--- src/rtl/gpo_ctrl.sv ---
// gpo_ctrl: general-purpose output controller.
// Command words arrive on a ready/valid stream. Each word carries an op in
// [DW+2:DW] and data or a mask in [DW-1:0]. The op acts on a DW-bit pin
// register: write, set, clear, toggle, timed pulse or read-back.
// Ports:
//   aclk, aresetn          clock, async active-low reset
//   inp_tdata/tvalid/tready command stream
//   out_tdata/tvalid/tready read-back stream (backpressured)
//   gpo                    registered output pins
//   busy                   pulse running or read-back pending

// Next value of one pin bit.
module gpo_ctrl_lane (
  input  logic       g,        // current pin value
  input  logic       d,        // command data bit
  input  logic       m,        // saved pulse mask bit
  input  logic [2:0] op,
  input  logic       apply,    // command accepted this cycle
  input  logic       restore,  // pulse expiring this cycle
  output logic       q
);
  always_comb begin
    q = g;
    if (restore) q = g ^ m;
    else if (apply) begin
      case (op)
        3'b000:  q = d;
        3'b001:  q = g | d;
        3'b010:  q = g & ~d;
        3'b011,
        3'b100:  q = g ^ d;          // a pulse starts as a toggle
        default: q = g;              // read-back and reserved ops
      endcase
    end
  end
endmodule

module gpo_ctrl #(
  parameter int            DW           = 8,
  parameter logic [DW-1:0] INIT_STATE   = '0,
  parameter int            PULSE_CYCLES = 16
) (
  input  logic          aclk,
  input  logic          aresetn,
  input  logic [DW+2:0] inp_tdata,
  input  logic          inp_tvalid,
  output logic          inp_tready,
  output logic [DW-1:0] out_tdata,
  output logic          out_tvalid,
  input  logic          out_tready,
  output logic [DW-1:0] gpo,
  output logic          busy
);
  localparam int CW = $clog2(PULSE_CYCLES + 1);

  typedef enum logic [1:0] {IDLE, PULSE, RESP} state_t;

  state_t        state, state_nxt;
  logic [CW-1:0] cnt, cnt_nxt;
  logic [DW-1:0] mask, mask_nxt;
  logic [DW-1:0] gpo_nxt, otd_nxt;
  logic          otv_nxt;
  logic          apply, restore;

  logic [2:0]    op;
  logic [DW-1:0] data;
  assign op   = inp_tdata[DW+2:DW];
  assign data = inp_tdata[DW-1:0];

  assign inp_tready = (state == IDLE);
  assign busy       = (state != IDLE);

  always_comb begin
    state_nxt = state;
    cnt_nxt   = cnt;
    mask_nxt  = mask;
    otv_nxt   = out_tvalid;
    otd_nxt   = out_tdata;
    apply     = 1'b0;
    restore   = 1'b0;
    case (state)
      IDLE: begin
        if (inp_tvalid) begin
          apply = 1'b1;
          case (op)
            3'b100: begin
              mask_nxt  = data;
              // Counter counts down to zero; the restore edge is the one
              // that sees zero, so toggled bits live exactly PULSE_CYCLES.
              cnt_nxt   = CW'(PULSE_CYCLES - 1);
              state_nxt = PULSE;
            end
            3'b101: begin
              otd_nxt   = gpo;
              otv_nxt   = 1'b1;
              state_nxt = RESP;
            end
            default: ;
          endcase
        end
      end
      PULSE: begin
        if (cnt == '0) begin
          restore   = 1'b1;
          state_nxt = IDLE;
        end else begin
          cnt_nxt = cnt - CW'(1);
        end
      end
      RESP: begin
        if (out_tready) begin
          otv_nxt   = 1'b0;
          state_nxt = IDLE;
        end
      end
      default: state_nxt = IDLE;
    endcase
  end

  for (genvar i = 0; i < DW; i++) begin : g_lane
    gpo_ctrl_lane u_lane (
      .g       (gpo[i]),
      .d       (data[i]),
      .m       (mask[i]),
      .op      (op),
      .apply   (apply),
      .restore (restore),
      .q       (gpo_nxt[i])
    );
  end

  always_ff @(posedge aclk or negedge aresetn) begin
    if (!aresetn) begin
      state      <= IDLE;
      cnt        <= '0;
      mask       <= '0;
      gpo        <= INIT_STATE;
      out_tvalid <= 1'b0;
      out_tdata  <= '0;
    end else begin
      state      <= state_nxt;
      cnt        <= cnt_nxt;
      mask       <= mask_nxt;
      gpo        <= gpo_nxt;
      out_tvalid <= otv_nxt;
      out_tdata  <= otd_nxt;
    end
  end
endmodule

--- config.mk ---
export PLATFORM = sky130hd
export DESIGN_NAME = gpo_ctrl
export DESIGN_NICKNAME = d
export VERILOG_FILES = /design/src/rtl/gpo_ctrl.sv
export SDC_FILE = /design/constraint.sdc
export NUM_CORES = 1
export LEC_CHECK = 0
export CAP_MARGIN = 20
export CORE_ASPECT_RATIO = 1.4
export CORE_MARGIN = 1.5
export CORE_UTILIZATION = 54
export DETAILED_ROUTE_END_ITERATION = 8
export GPL_TIMING_DRIVEN = 1
export PLACE_DENSITY = 0.84
export RECOVER_POWER = 25
export SETUP_SLACK_MARGIN = 0.3
export SKIP_CTS_REPAIR_TIMING = 1
export SLEW_MARGIN = 30
export SYNTH_ARGS = -nofsm -noshare
export SYNTH_HDL_FRONTEND = slang
export SYNTH_HIERARCHICAL = 1
export SYNTH_SLANG_ARGS = --single-unit
export TNS_END_PERCENT = 30
--- constraint.sdc ---
create_clock -name aclk -period 3.1 [get_ports aclk]
set_input_delay 0.775 -clock aclk [delete_from_list [all_inputs] [get_ports aclk]]
set_output_delay 0.775 -clock aclk [all_outputs]
set_load 0.1 [all_outputs]
Word level (Yosys, flattened, before mapping)
Index checks and enable logic that the tools add are counted.
Widths: inputs -> output; s select.
{ "word_totals": {"in_bits": 15, "regBits": 32, "output_inout_bits": 19, "elab_cells": 117} }
{ "classes": {"reduce_logical": 15, "mux": 41, "bitwise": 40, "n_eq_ne": 14, "add_sub_neg": 1} }
{ "ops": {"columns": ["operator", "n"], "rows": [
  ["$pmux 1 s4", 8],
  ["$mux 1", 23],
  ["$xor 1x1->1", 16],
  ["$mux 5", 3],
  ["$reduce_and 4->1", 3],
  ["$pmux 5 s2", 1],
  ["$and 1x1->1", 8],
  ["$ne 2x2->1 const B", 4],
  ["$not 1->1", 8],
  ["$or 1x1->1", 8],
  ["$reduce_bool 2->1", 4],
  ["$eq 3x2->1 const B", 2],
  ["$eq 3x3->1 const B", 2],
  ["$mux 2", 3],
  ["$pmux 2 s3", 1],
  ["$reduce_and 3->1", 2],
  ["$logic_not 5->1", 1],
  ["$reduce_bool 5->1", 1],
  ["$sub 5x1->5 const B", 1],
  ["$ne 2x1->1 const B", 2],
  ["$pmux 2 s2", 1],
  ["$eq 3x1->1 const B", 1],
  ["$logic_not 3->1", 1],
  ["$ne 3x1->1 const B", 1],
  ["6 further kinds", 6]
]} }

Longest topological paths before layout
Gate-level depths: netlist of run 1.
{ "logic_depth": {"depth_word": 5, "ltp_mapped": 7, "depth_no_buf": 7} }

Hierarchy
The synthesis of run 1 kept the hierarchy.
{ "by_module_without_submodules": {"columns": ["mod", "instances", "seq_area_each_um2", "cells_each", "area_per_inst_um2"], "rows": [
  ["gpo_ctrl", 1, 800.8, 84, 1219.9],
  ["gpo_ctrl_lane", 8, 0.0, 16, 126.4]
]} }

Worst setup path after synthesis of run 1
OpenSTA, ideal clock, no wires.
{ "synth_timing": {"kind": "register to register", "startpoint": "reg state[0]", "endpoint": "reg gpo[0]", "stages_incl_launch_ff": 7, "n_path_buf": 0, "arrival_time_ns": 2.420, "synth_period_minus_slack_ns": 2.516, "required_ns": 3.004, "path_slack_ns": 0.584, "setup_time_ns": 0.096, "cell_sequence": "dfrtp_1 or2_2 inv_1 and2_1 nor2b_1 a221oi_1 a311oi_2"} }
{ "synth_via": {"elab_chain_len": 4, "word_cells_on_any_way": 8, "cone_classes": "eq/ne: 1; mux: 3; reduce/logical: 4"} }
{ "synth_lines": {"columns": ["element", "line_no", "source"], "rows": [
  ["start, declared", "58", "state_t state, state_nxt;"],
  ["start signal, assigned", "141", "state <= state_nxt;"],
  ["$logic_not 2->1", null, null],
  ["named net inp_tready", "47", "output logic inp_tready,"],
  ["$mux 1", "81", "case (state)"],
  ["named net apply", "63", "logic apply, restore;"],
  ["$reduce_bool 2->1 (no source line)", null, null],
  ["$reduce_and 2->1 (no source line)", null, null],
  ["end signal, assigned", "144", "gpo <= gpo_nxt;"],
  ["end, declared", "51", "output logic [DW-1:0] gpo,"]
]} }
The timed path passes the listed nets, and every way through them passes these cells.
A chain may end at the register's enable or synchronous reset.

Worst setup path after layout of run 1
{ "layout_timing": {"startpoint": "in inp_tdata[10]", "endpoint": "reg out_tdata[3]"} }
{ "layout_via": {"elab_chain_len": 2} }
{ "layout_lines": {"columns": ["element", "line_no", "source"], "rows": [
  ["start, declared", "45", "input logic [DW+2:0] inp_tdata,"],
  ["$eq 3x3->1", "85", "case (op)"],
  ["$reduce_and 3->1 (no source line)", null, null],
  ["end signal, assigned", "146", "out_tdata <= otd_nxt;"],
  ["end, declared", "48", "output logic [DW-1:0] out_tdata,"]
]} }
No other way between the ends.

==> impl_results.html, run 1 <==
<table>
<tr><th>Metric</th><th>Value</th></tr>
<tr><th colspan="2">Worst setup path</th></tr>
<tr><td>Critical path required time</td><td>3260 ps</td></tr>
<tr><td>Worst setup slack for register-to-register paths</td><td>around 850 ps</td></tr>
<tr><td>Beginning of the worst register-to-register path</td><td>cnt[0]$_DFFE_PN0P_</td></tr>
<tr><td>WS Path Type</td><td>in2reg</td></tr>
<tr><td>Type of destination of the critical path</td><td>register</td></tr>
<tr><td>Arrival time at the worst endpoint</td><td>2440 ps</td></tr>
<tr><td>Startpoint of the worst setup timing path</td><td>inp_tdata[10]</td></tr>
<tr><td>CP Launch Type</td><td>input pin</td></tr>
<tr><td>Crit Path Max Fanout</td><td>10</td></tr>
<tr><th colspan="2">Detailed routing</th></tr>
<tr><td>Met2 routed wirelength</td><td>approximately 2600 microns</td></tr>
<tr><td>Violation count after the first detailed-route iteration</td><td>29</td></tr>
<tr><td>Met3 routed WL</td><td>180 microns</td></tr>
<tr><td>Vias after detailed routing</td><td>between 1500 and 2000</td></tr>
<tr><td>Met1 routed wirelength after detailed routing</td><td>about 1900 microns</td></tr>
<tr><td>Overall routed net length</td><td>4710 microns</td></tr>
<tr><td>Number of detailed-route iterations in the first pass</td><td>4</td></tr>
<tr><td>Uppermost metal layer occupied by signal nets</td><td>met4</td></tr>
<tr><td>Vias per cell</td><td>6.03</td></tr>
<tr><td>Number of design rule violations left after detail routing</td><td>0</td></tr>
<tr><td>Average wire length per cell after detail routing</td><td>15.7 microns</td></tr>
<tr><td>Antenna-violating nets left</td><td>0</td></tr>
<tr><th colspan="2">STA</th></tr>
<tr><td>Final-layout setup total negative slack</td><td>0 ps</td></tr>
<tr><td>Final period utilization</td><td>0.733</td></tr>
<tr><td>Relative slew slack</td><td>0.650</td></tr>
<tr><td>Upper clock frequency limit</td><td>440 MHz</td></tr>
<tr><td>Hold Slack</td><td>~510 ps</td></tr>
<tr><td>Final Hold Fails</td><td>0</td></tr>
<tr><td>Final-report max-slew violation count</td><td>0</td></tr>
<tr><td>Transition time at the pin with the least slew margin</td><td>523 ps</td></tr>
<tr><td>Final setup skew</td><td>4.75 ps</td></tr>
<tr><td>Unrepaired setup endpoints after global routing</td><td>no</td></tr>
<tr><td>Minimum clock period</td><td>~2300 ps</td></tr>
<tr><td>Number of setup violations in the final report</td><td>0</td></tr>
<tr><th colspan="2">Placement</th></tr>
<tr><td>HPWL reported at the end of detailed placement</td><td>between 3000 and 4000 microns</td></tr>
<tr><td>Cells after DPL</td><td>293</td></tr>
<tr><td>Count of port buffers added during placement</td><td>33</td></tr>
<tr><td>Global placer's final weighted congestion</td><td>0.795</td></tr>
<tr><th colspan="2">GRT</th></tr>
<tr><td>Largest net degree at the start of global routing</td><td>33</td></tr>
<tr><td>Initial antenna violation count</td><td>0</td></tr>
<tr><td>Overall global routing resource usage</td><td>0.221</td></tr>
<tr><td>Number of global-route vias before repair</td><td>1749</td></tr>
<tr><td>First-pass GRT wire length</td><td>7830 microns</td></tr>
<tr><td>Global route overflow</td><td>0</td></tr>
<tr><th colspan="2">Cells and area</th></tr>
<tr><td>Number of fill cells</td><td>approximately 310</td></tr>
<tr><td>Area growth syn-to-layout</td><td>20.4%</td></tr>
<tr><td>Multi-input gate area</td><td>1350 sq um</td></tr>
<tr><td>Number of nets in the layout</td><td>289</td></tr>
<tr><td>Share of post-route cells with drive strength above 1</td><td>0.268</td></tr>
<tr><td>Total area of sequential cells</td><td>~800 sq um</td></tr>
<tr><td>Antenna diode count</td><td>0</td></tr>
<tr><td>Number of standard cells in the layout, taps in and fillers out</td><td>300</td></tr>
<tr><td>Most used cells in the layout excluding fill and tap cells</td><td>sky130_fd_sc_hd__dfrtp_1, sky130_fd_sc_hd__buf_4, sky130_fd_sc_hd__inv_1</td></tr>
<tr><td>Most common library cell in the layout ignoring fill and taps</td><td>sky130_fd_sc_hd__dfrtp_1</td></tr>
<tr><th colspan="2">CTS</th></tr>
<tr><td>Clock Root Buffer</td><td>sky130_fd_sc_hd__clkbuf_8</td></tr>
<tr><td>Count of clock tree sinks</td><td>32</td></tr>
<tr><td>CTS tree</td><td>done</td></tr>
<tr><td>TritonCTS Buffers</td><td>5</td></tr>
<tr><td>Later-pin clock latency in the skew report</td><td>280 ps</td></tr>
<tr><td>Clock transition at the registers of the reported paths</td><td>60 ps</td></tr>
<tr><td>H-tree depth reported by CTS</td><td>2</td></tr>
<tr><td>Maximum clock path buffer count</td><td>2</td></tr>
<tr><th colspan="2">Floorplan</th></tr>
<tr><td>Die footprint</td><td>4530 sq um</td></tr>
<tr><td>Die X</td><td>57.3 microns</td></tr>
<tr><td>Area of the placeable core</td><td>3950 sq um</td></tr>
<tr><td>Starting utilization of the core area</td><td>0.564</td></tr>
<tr><td>Ports placed on the boundary</td><td>34</td></tr>
<tr><td>Die H</td><td>79.1 microns</td></tr>
<tr><td>Num rows</td><td>27</td></tr>
<tr><th colspan="2">Flow run</th></tr>
<tr><td>Max_cap viols</td><td>0</td></tr>
<tr><th colspan="2">Synthesis</th></tr>
<tr><td>Synthesized net count</td><td>about 240</td></tr>
<tr><td>Avg Inst Size Synth</td><td>10.5 sq um</td></tr>
<tr><td>Number of synthesis warnings</td><td>6</td></tr>
<tr><td>Number of synthesized register bits</td><td>32</td></tr>
<tr><td>Proportion of synthesized chip area in sequential cells</td><td>0.359</td></tr>
<tr><td>Post-synthesis cell count</td><td>212</td></tr>
<tr><td>Number of different library cells in the post-synthesis netlist</td><td>31</td></tr>
<tr><td>Cell area after synthesis</td><td>2230 sq um</td></tr>
<tr><th colspan="2">Min path</th></tr>
<tr><td>Path type of the worst min-delay path</td><td>reg2reg</td></tr>
<tr><td>Start point of the worst min-delay path</td><td>out_tdata[4]$_DFFE_PN0P_</td></tr>
<tr><th colspan="2">Run status</th></tr>
<tr><td>Status</td><td>completed</td></tr>
</table>
metrics by stage:
stage               setup slack, ps  utilization  cell area [sq um]
floorplan                       584            -               2230
global placement                559        0.660               2610
detailed placement              512        0.660               2610
CTS                             813        0.679               2690
global route                    704        0.679               2690
finish                          826        0.679               2690
synth_stat cells:
| library cell | number | area [sq um] |
|---|---|---|
| sky130_fd_sc_hd__o41ai_1 | 1 | 8.76 |
| sky130_fd_sc_hd__ha_1 | 17 | 213 |
| sky130_fd_sc_hd__nand3b_1 | 9 | 67.6 |
| sky130_fd_sc_hd__mux2_1 | 8 | 90.1 |
| sky130_fd_sc_hd__nor3b_1 | 8 | 60.1 |
| sky130_fd_sc_hd__o31ai_1 | 1 | 7.51 |
| sky130_fd_sc_hd__nand2_1 | 12 | 45.0 |
| sky130_fd_sc_hd__and3_1 | 17 | 106 |
| sky130_fd_sc_hd__or2_2 | 1 | 6.26 |
| sky130_fd_sc_hd__nand3_1 | 1 | 5.00 |
| sky130_fd_sc_hd__nor3_1 | 1 | 5.00 |
| sky130_fd_sc_hd__a22oi_4 | 1 | 21.3 |
| sky130_fd_sc_hd__o21ai_0 | 10 | 50.1 |
| sky130_fd_sc_hd__a311oi_2 | 8 | 120 |
| sky130_fd_sc_hd__nor2b_1 | 9 | 56.3 |
| sky130_fd_sc_hd__inv_1 | 21 | 78.8 |
| sky130_fd_sc_hd__and2_1 | 1 | 6.26 |
| sky130_fd_sc_hd__or4b_4 | 1 | 13.8 |
| sky130_fd_sc_hd__a21oi_1 | 1 | 5.00 |
| sky130_fd_sc_hd__o21bai_1 | 9 | 67.6 |
| sky130_fd_sc_hd__buf_2 | 1 | 5.00 |
| sky130_fd_sc_hd__nor2_1 | 4 | 15.0 |
| sky130_fd_sc_hd__nand2b_1 | 2 | 12.5 |
| sky130_fd_sc_hd__mux2_2 | 16 | 180 |
| sky130_fd_sc_hd__and4bb_2 | 1 | 12.5 |
| sky130_fd_sc_hd__o2bb2ai_1 | 1 | 8.76 |
| sky130_fd_sc_hd__nor2b_2 | 8 | 70.1 |
| sky130_fd_sc_hd__dfrtp_1 | 32 | 801 |
| sky130_fd_sc_hd__and3_2 | 1 | 7.51 |
| sky130_fd_sc_hd__mux2_4 | 1 | 15.0 |
| sky130_fd_sc_hd__a221oi_1 | 8 | 70.1 |
critical path, stage by stage:
cell and delay, ps:
sky130_fd_sc_hd__clkdlybuf4s50_1 540, sky130_fd_sc_hd__and4bb_2 300, sky130_fd_sc_hd__nand3b_1 390, sky130_fd_sc_hd__mux2_2 430
logic make-up after synthesis:
logic type                 after synthesis  share of synthesized area
and+or+nand+nor                         76                      0.219
muxes                                   25                      0.128
buffers and inverters                   22                     0.0376
adders and majority gates               17                     0.0953
AOI/OAI and AO/OA                       40                      0.161
DFF                                     32                      0.359
routing by layer:
| metal | vias up | GRT usage |
|---|---|---|
| met1 | 905 | 0.257 |
| met2 | 35 | 0.413 |
| li1 | 866 | - |
| met3 | 3 | 0.0440 |
| met5 | - | 0 |
| met4 | 0 | 0.0419 |
path summary, 6_finish.rpt:
kind                                             to  cells after the start
hold / removal             out_tdata[4]$_DFFE_PN0P_                      1
hold reg to reg            out_tdata[4]$_DFFE_PN0P_                      1
max in group asynchronous       mask[7]$_DFFE_PN0P_                      2
min in group asynchronous        cnt[1]$_DFFE_PN0P_                      2
setup reg to reg                   gpo[1]$_DFF_PN0_                      8
setup / recovery           out_tdata[3]$_DFFE_PN0P_                      4
cell type report:
type / instances / area share
Multi-Input combinational cell: 158 / 0.501
Sequential cell: 32 / 0.298
Timing Repair Buffer: 39 / 0.122
Inverter: 21 / 0.0294
Clock buffer: 6 / 0.0270
Tap cell: 43 / 0.0200
Clock inverter: 1 / 0.00186
sequential cells by signal (all words and copies together) (netlist names):
register / flops
gpo: 8
mask: 8
out_tdata: 8
cnt: 5
state: 2
out_tvalid: 1
Power of run 1 is not shown: default switching activity piles up to over one toggle a cycle in this logic, so the estimate is an artifact.
==> run 2, diff against run 1 <==
Settings changed: CORE_UTILIZATION 54 to 49, PLACE_DENSITY 0.84 to 0.8.
Clock period 3.1 ns to 2.05 ns, I/O delays scaled along.
==> run 2 against run 1 <==
- clock-buffer cell count stayed put
- non-clock buffer count grew 27
- critical path depth up 5
- critical path type is now reg2reg
==> impl_results.html, run 2 (synthesis results as in run 1) <==
<table>
<tr><th>Metric</th><th>Value</th></tr>
<tr><th colspan="2">Detailed routing</th></tr>
<tr><td>Vias per cell</td><td>5.60 (-7.1%)</td></tr>
<tr><td>Average wire length per cell after detail routing</td><td>16.3 microns (+3.8%)</td></tr>
<tr><td>Antenna-violating nets left</td><td>0 (unchanged)</td></tr>
<tr><td>Violation count after the first detailed-route iteration</td><td>87 (+200%)</td></tr>
<tr><td>Vias after detailed routing</td><td>1932 (+6.8%)</td></tr>
<tr><td>Number of detailed-route iterations in the first pass</td><td>4 (unchanged)</td></tr>
<tr><td>Overall routed net length</td><td>5620 microns (+19%)</td></tr>
<tr><td>Number of design rule violations left after detail routing</td><td>0 (unchanged)</td></tr>
<tr><th colspan="2">CTS</th></tr>
<tr><td>Clock transition at the registers of the reported paths</td><td>70 ps (about the same)</td></tr>
<tr><td>Maximum clock path buffer count</td><td>2 (unchanged)</td></tr>
<tr><td>CTS tree</td><td>done</td></tr>
<tr><td>H-tree depth reported by CTS</td><td>2 (unchanged)</td></tr>
<tr><td>Later-pin clock latency in the skew report</td><td>300 ps (+20 ps)</td></tr>
<tr><td>Count of clock tree sinks</td><td>32 (unchanged)</td></tr>
<tr><td>Clock Root Buffer</td><td>sky130_fd_sc_hd__clkbuf_8</td></tr>
<tr><td>TritonCTS Buffers</td><td>5 (unchanged)</td></tr>
<tr><th colspan="2">GRT</th></tr>
<tr><td>First-pass GRT wire length</td><td>8560 microns (+9.3%)</td></tr>
<tr><td>Initial antenna violation count</td><td>0 (unchanged)</td></tr>
<tr><td>Number of global-route vias before repair</td><td>1822 (+4.2%)</td></tr>
<tr><td>Largest net degree at the start of global routing</td><td>33 (unchanged)</td></tr>
<tr><td>Overall global routing resource usage</td><td>0.225 (+0.00451)</td></tr>
<tr><td>Global route overflow</td><td>0 (unchanged)</td></tr>
<tr><th colspan="2">Worst setup path</th></tr>
<tr><td>Slowest-stage cell, CP</td><td>sky130_fd_sc_hd__or4b_4</td></tr>
<tr><td>Critical path buffers and inverters</td><td>3 (+2)</td></tr>
<tr><td>Dominant delay contributor by cell family on the critical path</td><td>simple AND/OR/NAND/NOR gates</td></tr>
<tr><td>Delay of the slowest cell on the worst path</td><td>480 ps (-60 ps)</td></tr>
<tr><td>CP Launch Type</td><td>register</td></tr>
<tr><td>Type of destination of the critical path</td><td>register</td></tr>
<tr><td>Arrival time at the worst endpoint</td><td>2240 ps (-200 ps)</td></tr>
<tr><td>WS Path Type</td><td>reg2reg</td></tr>
<tr><td>Crit Path Max Fanout</td><td>4 (-6)</td></tr>
<tr><td>Critical path required time</td><td>2250 ps (-1010 ps)</td></tr>
<tr><td>Critical Path Most Common Cell</td><td>sky130_fd_sc_hd__buf_12</td></tr>
<tr><td>Ordered cell list for the critical path</td><td>inv_2 -&gt; ha_4 -&gt; or4b_4 -&gt; nor2_4 -&gt; buf_12 -&gt; buf_12 -&gt; nor2b_4 -&gt; and3_4 -&gt; a311oi_2</td></tr>
<tr><th colspan="2">STA</th></tr>
<tr><td>Number of setup violations in the final report</td><td>0 (unchanged)</td></tr>
<tr><td>Minimum clock period</td><td>around 2000 ps</td></tr>
<tr><td>Hold Slack</td><td>505 ps (-0.835 ps)</td></tr>
<tr><td>Unrepaired setup endpoints after global routing</td><td>yes</td></tr>
<tr><td>Final setup skew</td><td>5.74 ps (+0.990 ps)</td></tr>
<tr><td>Relative slew slack</td><td>0.449 (-0.201)</td></tr>
<tr><td>Final period utilization</td><td>0.995</td></tr>
<tr><td>Upper clock frequency limit</td><td>490 MHz</td></tr>
<tr><td>Final Hold Fails</td><td>0 (unchanged)</td></tr>
<tr><td>Transition time at the pin with the least slew margin</td><td>826 ps (+303 ps)</td></tr>
<tr><td>Final-report max-slew violation count</td><td>0 (unchanged)</td></tr>
<tr><td>Final-layout setup total negative slack</td><td>0 ps (unchanged)</td></tr>
<tr><th colspan="2">Pwr</th></tr>
<tr><td>Pwr Density</td><td>1570 nW/um^2</td></tr>
<tr><td>Max VDD drop</td><td>1.48 mV</td></tr>
<tr><td>Total Power</td><td>5.05 mW</td></tr>
<tr><td>Standby leakage power</td><td>1.56 nW</td></tr>
<tr><th colspan="2">Floorplan</th></tr>
<tr><td>Starting utilization of the core area</td><td>0.518 (-0.0467)</td></tr>
<tr><td>Ports placed on the boundary</td><td>34 (unchanged)</td></tr>
<tr><td>Num rows</td><td>28 (+3.7%)</td></tr>
<tr><td>Die X</td><td>60.0 microns (+4.7%)</td></tr>
<tr><td>Area of the placeable core</td><td>4310 sq um (+9.0%)</td></tr>
<tr><td>Die H</td><td>82.8 microns (+4.8%)</td></tr>
<tr><td>Die footprint</td><td>4970 sq um (+9.7%)</td></tr>
<tr><th colspan="2">Placement</th></tr>
<tr><td>Cells after DPL</td><td>328 (+12%)</td></tr>
<tr><td>Count of port buffers added during placement</td><td>33 (unchanged)</td></tr>
<tr><td>Global placer's final weighted congestion</td><td>0.817 (+2.7%)</td></tr>
<tr><td>Post-detailed-placement cell area</td><td>2970 sq um (+14%)</td></tr>
<tr><td>HPWL reported at the end of detailed placement</td><td>3690 microns (+8.9%)</td></tr>
<tr><th colspan="2">Cells and area</th></tr>
<tr><td>Total area of sequential cells</td><td>801 sq um (unchanged)</td></tr>
<tr><td>Multi-input gate area</td><td>1440 sq um (+6.9%)</td></tr>
<tr><td>Number of nets in the layout</td><td>316 (+9.3%)</td></tr>
<tr><td>Most common library cell in the layout ignoring fill and taps</td><td>sky130_fd_sc_hd__buf_4</td></tr>
<tr><td>Layout Cell Area excl Fill</td><td>3210 sq um (+20%)</td></tr>
<tr><td>Number of fill cells</td><td>326 (+6.9%)</td></tr>
<tr><td>Most used cells in the layout excluding fill and tap cells</td><td>sky130_fd_sc_hd__buf_4, sky130_fd_sc_hd__dfrtp_1, sky130_fd_sc_hd__inv_1</td></tr>
<tr><td>Top Registers</td><td>gpo: 8 flops, mask: 8 flops, out_tdata: 8 flops</td></tr>
<tr><td>Number of standard cells in the layout, taps in and fillers out</td><td>345 (+15%)</td></tr>
<tr><td>Share of post-route cells with drive strength above 1</td><td>0.404 (+0.135)</td></tr>
<tr><td>Antenna diode count</td><td>0 (unchanged)</td></tr>
<tr><td>Area growth syn-to-layout</td><td>43.9%</td></tr>
<tr><th colspan="2">Min path</th></tr>
<tr><td>Path type of the worst min-delay path</td><td>reg2reg</td></tr>
<tr><th colspan="2">Flow run</th></tr>
<tr><td>Max_cap viols</td><td>0 (unchanged)</td></tr>
<tr><th colspan="2">Run status</th></tr>
<tr><td>Status</td><td>completed</td></tr>
</table>
==> run 2: changes by cell type in the layout (fill, tap and decap cells not counted), sizes merged <==
cell / change
buf: +25
clkbuf: +2
dlymetal6s2s: +1
inv: -1
clkdlybuf4s50: -1
bufinv: +1
clkinvlp: +1
==> run 2: area by class of cell <==
class	instances	share of cell area
multi-input combinational	158	0.448
sequential	32	0.249
timing repair buffer	66	0.220
inverter	21	0.0257
tap	60	0.0234
clock buffer	6	0.0226
clock inverter	2	0.0109
==> run 2: final timing paths <==
kind	start	end	slack (ps)	cells after the start
setup / recovery	cnt[1]$_DFFE_PN0P_	gpo[4]$_DFF_PN0_	10	9
hold / removal	out_tdata[0]$_DFFE_PN0P_	out_tdata[0]$_DFFE_PN0P_	510	1
setup reg to reg	cnt[1]$_DFFE_PN0P_	gpo[4]$_DFF_PN0_	10	9
hold reg to reg	out_tdata[0]$_DFFE_PN0P_	out_tdata[0]$_DFFE_PN0P_	510	1
max in group asynchronous	aresetn	mask[1]$_DFFE_PN0P_	700	2
min in group asynchronous	aresetn	out_tvalid$_DFFE_PN0P_	840	2
==> run 2: stage by stage <==
| step | utilization | setup slack (ps) |
|---|---|---|
| 2_1_floorplan | - | -90.0 |
| 3_3_place_gp | 0.689 | -15.7 |
| 6_report | 0.745 | 10.8 |
| 4_1_cts | 0.714 | 19.8 |
| 3_5_place_dp | 0.689 | -34.9 |
| 5_1_grt | 0.745 | -46.9 |
==> run 2: report_power, final <==
group	switching [mW]	leakage [nW]	internal, mW
Combinational	2.01	1.14	1.16
Clock	0.245	0.0552	0.360
Sequential	0.359	0.368	0.923
==> run 2: layer usage <==
layer  global-route usage  part of all wire  up-vias
met5                    0                 0        -
met4               0.0970             0.017        0
met3               0.0452             0.040        9
met2                0.360              0.54       47
met1                0.286              0.40      949
li1                     -                 -      927
==> run 2: worst register-to-register path, cell delays in order (launching register included) <==
cell and delay, ps:
sky130_fd_sc_hd__dfrtp_1 410, sky130_fd_sc_hd__inv_2 80, sky130_fd_sc_hd__ha_4 130, sky130_fd_sc_hd__or4b_4 480, sky130_fd_sc_hd__nor2_4 160, sky130_fd_sc_hd__buf_12 130
sky130_fd_sc_hd__buf_12 110, sky130_fd_sc_hd__nor2b_4 40, sky130_fd_sc_hd__and3_4 170, sky130_fd_sc_hd__a311oi_2 240
Note: power is estimated with default switching activity, not from simulation.
==> run 3, diff against run 2 <==
Settings changed: RECOVER_POWER 25 to not set.
==> run 3 against run 2 <==
- clock power hardly changed
- critical path depth stayed put
- cell area hardly changed
- final cell count stayed put
- total power hardly changed
- largest cell class unchanged
==> impl_results.html, run 3 (synthesis results as in run 1) <==
<table>
<tr><th>Metric</th><th>Value</th></tr>
<tr><th colspan="2">STA</th></tr>
<tr><td>Unrepaired setup endpoints after global routing</td><td>yes</td></tr>
<tr><td>Final period utilization</td><td>0.995 (about the same)</td></tr>
<tr><td>Worst Setup Slack, final</td><td>10.6 ps (-0.169 ps)</td></tr>
<tr><td>Final-report max-slew violation count</td><td>0 (unchanged)</td></tr>
<tr><td>Final setup skew</td><td>5.74 ps (unchanged)</td></tr>
<tr><td>Minimum clock period</td><td>2040 ps (+0.169 ps)</td></tr>
<tr><td>Final-layout setup total negative slack</td><td>0 ps (unchanged)</td></tr>
<tr><td>Transition time at the pin with the least slew margin</td><td>475 ps (-351 ps)</td></tr>
<tr><td>Relative slew slack</td><td>0.682 (+0.233)</td></tr>
<tr><td>Upper clock frequency limit</td><td>490 MHz (about the same)</td></tr>
<tr><td>Number of setup violations in the final report</td><td>0 (unchanged)</td></tr>
<tr><td>Final Hold Fails</td><td>0 (unchanged)</td></tr>
<tr><td>Hold Slack</td><td>505 ps (+0.308 ps)</td></tr>
<tr><th colspan="2">Pwr</th></tr>
<tr><td>Max VDD drop</td><td>1.48 mV (about the same)</td></tr>
<tr><td>Total Power</td><td>5.05 mW (about the same)</td></tr>
<tr><td>Sequential cell fraction of total power</td><td>0.254 (about the same)</td></tr>
<tr><td>Proportion of power drawn by combinational gates</td><td>0.626 (about the same)</td></tr>
<tr><td>Internal power summed over all cells</td><td>2.44 mW (about the same)</td></tr>
<tr><td>Standby leakage power</td><td>1.56 nW (about the same)</td></tr>
<tr><td>Switching fraction of total power</td><td>0.517 (about the same)</td></tr>
<tr><td>Clock group share of total power</td><td>0.120 (about the same)</td></tr>
<tr><td>Net switching power</td><td>2.61 mW (about the same)</td></tr>
<tr><td>Pwr Density</td><td>1570 nW/um^2 (about the same)</td></tr>
<tr><th colspan="2">Worst setup path</th></tr>
<tr><td>Critical path required time</td><td>2250 ps (about the same)</td></tr>
<tr><td>CP Launch Type</td><td>register</td></tr>
<tr><td>Type of destination of the critical path</td><td>register</td></tr>
<tr><td>Arrival time at the worst endpoint</td><td>2240 ps (about the same)</td></tr>
<tr><td>Crit Path Max Fanout</td><td>4 (unchanged)</td></tr>
<tr><td>WS Path Type</td><td>reg2reg</td></tr>
<tr><th colspan="2">Detailed routing</th></tr>
<tr><td>Violation count after the first detailed-route iteration</td><td>87 (unchanged)</td></tr>
<tr><td>Overall routed net length</td><td>5620 microns (about the same)</td></tr>
<tr><td>Average wire length per cell after detail routing</td><td>16.3 microns (about the same)</td></tr>
<tr><td>Antenna-violating nets left</td><td>0 (unchanged)</td></tr>
<tr><td>Number of detailed-route iterations in the first pass</td><td>4 (unchanged)</td></tr>
<tr><td>Number of design rule violations left after detail routing</td><td>0 (unchanged)</td></tr>
<tr><td>Vias after detailed routing</td><td>1933 (+0.052%)</td></tr>
<tr><td>Vias per cell</td><td>5.60 (about the same)</td></tr>
<tr><th colspan="2">CTS</th></tr>
<tr><td>TritonCTS Buffers</td><td>5 (unchanged)</td></tr>
<tr><td>Clock Root Buffer</td><td>sky130_fd_sc_hd__clkbuf_8</td></tr>
<tr><td>Later-pin clock latency in the skew report</td><td>300 ps (about the same)</td></tr>
<tr><td>Count of clock tree sinks</td><td>32 (unchanged)</td></tr>
<tr><td>H-tree depth reported by CTS</td><td>2 (unchanged)</td></tr>
<tr><td>Clock transition at the registers of the reported paths</td><td>70 ps (about the same)</td></tr>
<tr><td>CTS tree</td><td>done</td></tr>
<tr><td>Maximum clock path buffer count</td><td>2 (unchanged)</td></tr>
<tr><th colspan="2">Placement</th></tr>
<tr><td>Global placer's final weighted congestion</td><td>0.817 (unchanged)</td></tr>
<tr><td>Post-place setup slack</td><td>-34.9 ps (unchanged)</td></tr>
<tr><td>Cells after DPL</td><td>328 (unchanged)</td></tr>
<tr><td>HPWL reported at the end of detailed placement</td><td>3690 microns (unchanged)</td></tr>
<tr><td>Count of port buffers added during placement</td><td>33 (unchanged)</td></tr>
<tr><td>Post-detailed-placement cell area</td><td>2970 sq um (unchanged)</td></tr>
<tr><th colspan="2">Cells and area</th></tr>
<tr><td>Most common library cell in the layout ignoring fill and taps</td><td>sky130_fd_sc_hd__buf_4</td></tr>
<tr><td>Final cell utilization of the core</td><td>0.746 (about the same)</td></tr>
<tr><td>Most used cells in the layout excluding fill and tap cells</td><td>sky130_fd_sc_hd__buf_4, sky130_fd_sc_hd__dfrtp_1, sky130_fd_sc_hd__inv_1</td></tr>
<tr><td>Share of post-route cells with drive strength above 1</td><td>0.404 (unchanged)</td></tr>
<tr><td>Number of fill cells</td><td>325 (-0.31%)</td></tr>
<tr><td>Layout Cell Area excl Fill</td><td>3210 sq um (about the same)</td></tr>
<tr><td>Total area of sequential cells</td><td>801 sq um (unchanged)</td></tr>
<tr><td>Multi-input gate area</td><td>1440 sq um (unchanged)</td></tr>
<tr><td>Number of nets in the layout</td><td>316 (unchanged)</td></tr>
<tr><td>Number of standard cells in the layout, taps in and fillers out</td><td>345 (unchanged)</td></tr>
<tr><td>Antenna diode count</td><td>0 (unchanged)</td></tr>
<tr><td>Area growth syn-to-layout</td><td>44.0% (about the same)</td></tr>
<tr><td>Top Registers</td><td>gpo: 8 flops, mask: 8 flops, out_tdata: 8 flops</td></tr>
<tr><th colspan="2">Min path</th></tr>
<tr><td>Path type of the worst min-delay path</td><td>reg2reg</td></tr>
<tr><th colspan="2">GRT</th></tr>
<tr><td>Overall global routing resource usage</td><td>0.225 (unchanged)</td></tr>
<tr><td>Largest net degree at the start of global routing</td><td>33 (unchanged)</td></tr>
<tr><td>Global route overflow</td><td>0 (unchanged)</td></tr>
<tr><td>Initial antenna violation count</td><td>0 (unchanged)</td></tr>
<tr><td>First-pass GRT wire length</td><td>8560 microns (unchanged)</td></tr>
<tr><td>Number of global-route vias before repair</td><td>1822 (unchanged)</td></tr>
<tr><th colspan="2">Floorplan</th></tr>
<tr><td>Area of the placeable core</td><td>4310 sq um (unchanged)</td></tr>
<tr><td>Die footprint</td><td>4970 sq um (unchanged)</td></tr>
<tr><td>Die X</td><td>60.0 microns (unchanged)</td></tr>
<tr><td>Ports placed on the boundary</td><td>34 (unchanged)</td></tr>
<tr><td>Starting utilization of the core area</td><td>0.518 (unchanged)</td></tr>
<tr><td>Num rows</td><td>28 (unchanged)</td></tr>
<tr><td>Die H</td><td>82.8 microns (unchanged)</td></tr>
<tr><th colspan="2">Flow run</th></tr>
<tr><td>Max_cap viols</td><td>0 (unchanged)</td></tr>
<tr><th colspan="2">Run status</th></tr>
<tr><td>Status</td><td>completed</td></tr>
</table>
-- run 3: changes by cell type in the layout (fill, tap and decap cells not counted), sizes merged --
cell / previous run / this run
buf: 50 / 51
clkbuf: 8 / 7
clkdlybuf4s50: 12 / 13
dlygate4sd3: 1 / 0
-- run 3: layer usage --
metal / share of wire / vias up / GRT usage
li1: - / 927 / -
met1: 0.40 / 950 / 0.286
met2: 0.54 / 47 / 0.360
met3: 0.040 / 9 / 0.0452
met4: 0.017 / 0 / 0.0970
met5: 0 / - / 0
-- run 3: final timing paths --
kind                                     startpoint                        to  slack [ps]  cells past startpoint
max                              cnt[1]$_DFFE_PN0P_          gpo[4]$_DFF_PN0_          10                      9
min                        out_tdata[1]$_DFFE_PN0P_  out_tdata[1]$_DFFE_PN0P_         510                      1
max reg2reg                      cnt[1]$_DFFE_PN0P_          gpo[4]$_DFF_PN0_          10                      9
min reg2reg                out_tdata[1]$_DFFE_PN0P_  out_tdata[1]$_DFFE_PN0P_         510                      1
max in group asynchronous                   aresetn       mask[1]$_DFFE_PN0P_        1130                      2
min in group asynchronous                   aresetn    out_tvalid$_DFFE_PN0P_         620                      2
-- run 3: layout make-up --
type                            instances  area share
Clock buffer                            6      0.0226
Clock inverter                          2      0.0109
Inverter                               21      0.0257
Multi-Input combinational cell        158       0.448
Sequential cell                        32       0.249
Tap cell                               60      0.0234
Timing Repair Buffer                   66       0.220
-- run 3: power by group through the flow --
stage	sequential [mW]	clock [mW]	combinational (mW)
final	1.28	0.606	3.17
after global routing	1.32	0.637	3.33
after CTS	1.28	0.609	3.11
after detailed placement	1.29	0	3.08
after global placement	1.27	0	3.03
after floorplan	2.38	0	1.04
-- run 3: worst max-delay path, stage by stage, from the launching register on --
cell	delay, ps
sky130_fd_sc_hd__dfrtp_1	410
sky130_fd_sc_hd__inv_2	80
sky130_fd_sc_hd__ha_4	130
sky130_fd_sc_hd__or4b_4	480
sky130_fd_sc_hd__nor2_4	160
sky130_fd_sc_hd__buf_12	130
sky130_fd_sc_hd__buf_12	110
sky130_fd_sc_hd__nor2b_4	40
sky130_fd_sc_hd__and3_4	170
sky130_fd_sc_hd__a311oi_2	240
==> patch, RTL diff (flow settings as in run 2) <==
Reset style: synchronous (`aresetn`), changed in one clocked block. Comments in the files are not updated.
--- a/src/rtl/gpo_ctrl.sv
+++ b/src/rtl/gpo_ctrl.sv
@@ -129,7 +129,7 @@
     );
   end
 
-  always_ff @(posedge aclk or negedge aresetn) begin
+  always_ff @(posedge aclk) begin
     if (!aresetn) begin
       state      <= IDLE;
       cnt        <= '0;
Function: differs if aresetn is asserted again (counterexample within 4 cycles, from zero or initial values and one cycle with aresetn low); with aresetn held inactive, the same outputs for 10 cycles.
==> patch against run 2 <==
Routed wire length is 15% higher; synthesized area is 4.4% higher; largest cell class unchanged; highest routed layer unchanged; sequential share of layout area is 5.5 points lower; sequential cell count stayed put; cell area is 4.1% higher; critical path type is now input port to flip-flop; setup slack worse by 0.0075 ns.
Power is not compared: it rests on default switching activity, and its combinational part moved more than twofold at a synthesized area within 25%.
==> patch: results (changes against run 2) <==
* Status: finished, final reports clean
* Via count at 2459 (+27%)
* ANT cells at 0 (unchanged)
* Clock Path Buffers at 2 (unchanged)
* Reg2Reg Launch Point: cnt[0]$_SDFFE_PN0P_
* DP Area at 0.00314 mm^2 (+5.9%)
* Min-Delay Path Class: flip-flop to flip-flop
* Final Wtd Congestion at 0.864 (+5.8%)
* Slew @ Worst Pin at 0.538 ns (-0.288 ns)
* Setup Slack @ Placement at -0.275 ns (-0.240 ns)
* WP data arrival at 2.27 ns (+0.03 ns)
* Syn Nets at 302 (+24%)
* Yosys warnings at 6 (unchanged)
* Initial antenna violation count at 0 (unchanged)
* All-Layer GR Usage at 24.2% (+1.7 points)
* Final WL at 6.47 mm (+15%)
* First-pass GRT wire length at 9.70 mm (+13%)
* CTS H-tree lvls at 2 (unchanged)
* Reg clk slew, reported paths at 0.07 ns (about the same)
* Post-synthesis async set-or-reset flop share at 0% (-100 points)
* Skew final at 0.00627 ns (+0.000529 ns)
* Final #Nets at 385 (+22%)
* CTS root buffer: clkbuf_8
* Worst-path fanout max at 12 (+8)
* Synth cell count leaders: dfxtp_1 (32), o21ai_0 (27), inv_1 (22)
* Fillers at 330 (+1.2%)
* Yosys cell types at 40 (+29%)
* Synth area leaders: dfxtp_1 (28%), ha_1 (9.1%), a311oi_2 (5.8%)
* Vias in the first global route at 2295 (+26%)
* DR pass1 iterations at 5 (+1)
* Worst hold start: cnt[4]$_SDFFE_PN0P_
* DP HPWL at 4.48 mm (+21%)
* Layout cells sized above 1 at 33.7% (-6.6 points)
* Largest net degree at the start of global routing at 22 (-33%)
* Worst setup path start: inp_tvalid
* Register area share after synthesis at 27.5% (-8.4 points)
* Detailed Route Iter0 Violations at 147 (+69%)
[patch: changes by cell type after synthesis, sizes merged, moves of 4 or more]
| cell | change |
|---|---|
| nand3 | +15 |
| mux2 | -17 |
| dfrtp | -32 |
| o21ai | +17 |
| a21oi | +16 |
| and2 | +8 |
| buf | +4 |
| dfxtp | +32 |
[patch: per-layer routing]
metal | vias to the layer above | global-route usage (%) | share of wire [%]
met5 | - | 0 | 0
met4 | 0 | 11.1 | 3.1
met3 | 22 | 4.62 | 4.3
met2 | 81 | 42.3 | 54
met1 | 1196 | 26.9 | 39
li1 | 1160 | - | -
[patch: layout make-up]
class	count	area (um^2)	share of cell area [%]
multi-input cells	207	1610	48.1
repair buffers	84	817	24.5
flip-flops and latches	32	648	19.4
clock buffers	7	96.3	2.88
inverters	23	93.8	2.81
well taps	62	77.6	2.32
[patch: final timing paths]
path / to / slack, ns / cells after the start
setup / recovery: gpo[0]$_SDFF_PN0_ / 0.003 / 7
hold / removal: cnt[4]$_SDFFE_PN0P_ / 0.48 / 2
setup reg to reg: gpo[4]$_SDFF_PN0_ / 0.02 / 9
hold reg to reg: cnt[4]$_SDFFE_PN0P_ / 0.48 / 2
[patch: worst max-delay path, stage by stage]
cell and delay (ns):
clkdlybuf4s50_1 0.47, or3b_4 0.42, inv_8 0.11, nor2b_1 0.24, a221oi_2 0.09, a311oi_2 0.27
and2_1 0.16
[patch: through the flow]
step	std cells	power, W
finish	415	0.00198
detailed placement	405	0.00143
global route	415	0.00207
floorplan	270	0.00115
CTS	412	0.00195
global placement	405	0.00141
[patch: cell families (layout without fill, tap and decap cells)]
logic type	after synthesis	after routing	synth area share [%]
xor+xnor	1	1	0.376
flops	32	32	27.5
compound gates	81	81	25.0
fa+ha+maj	17	17	9.13
buf+inv	31	114	6.77
mux	8	8	3.87
simple gates	100	100	27.4
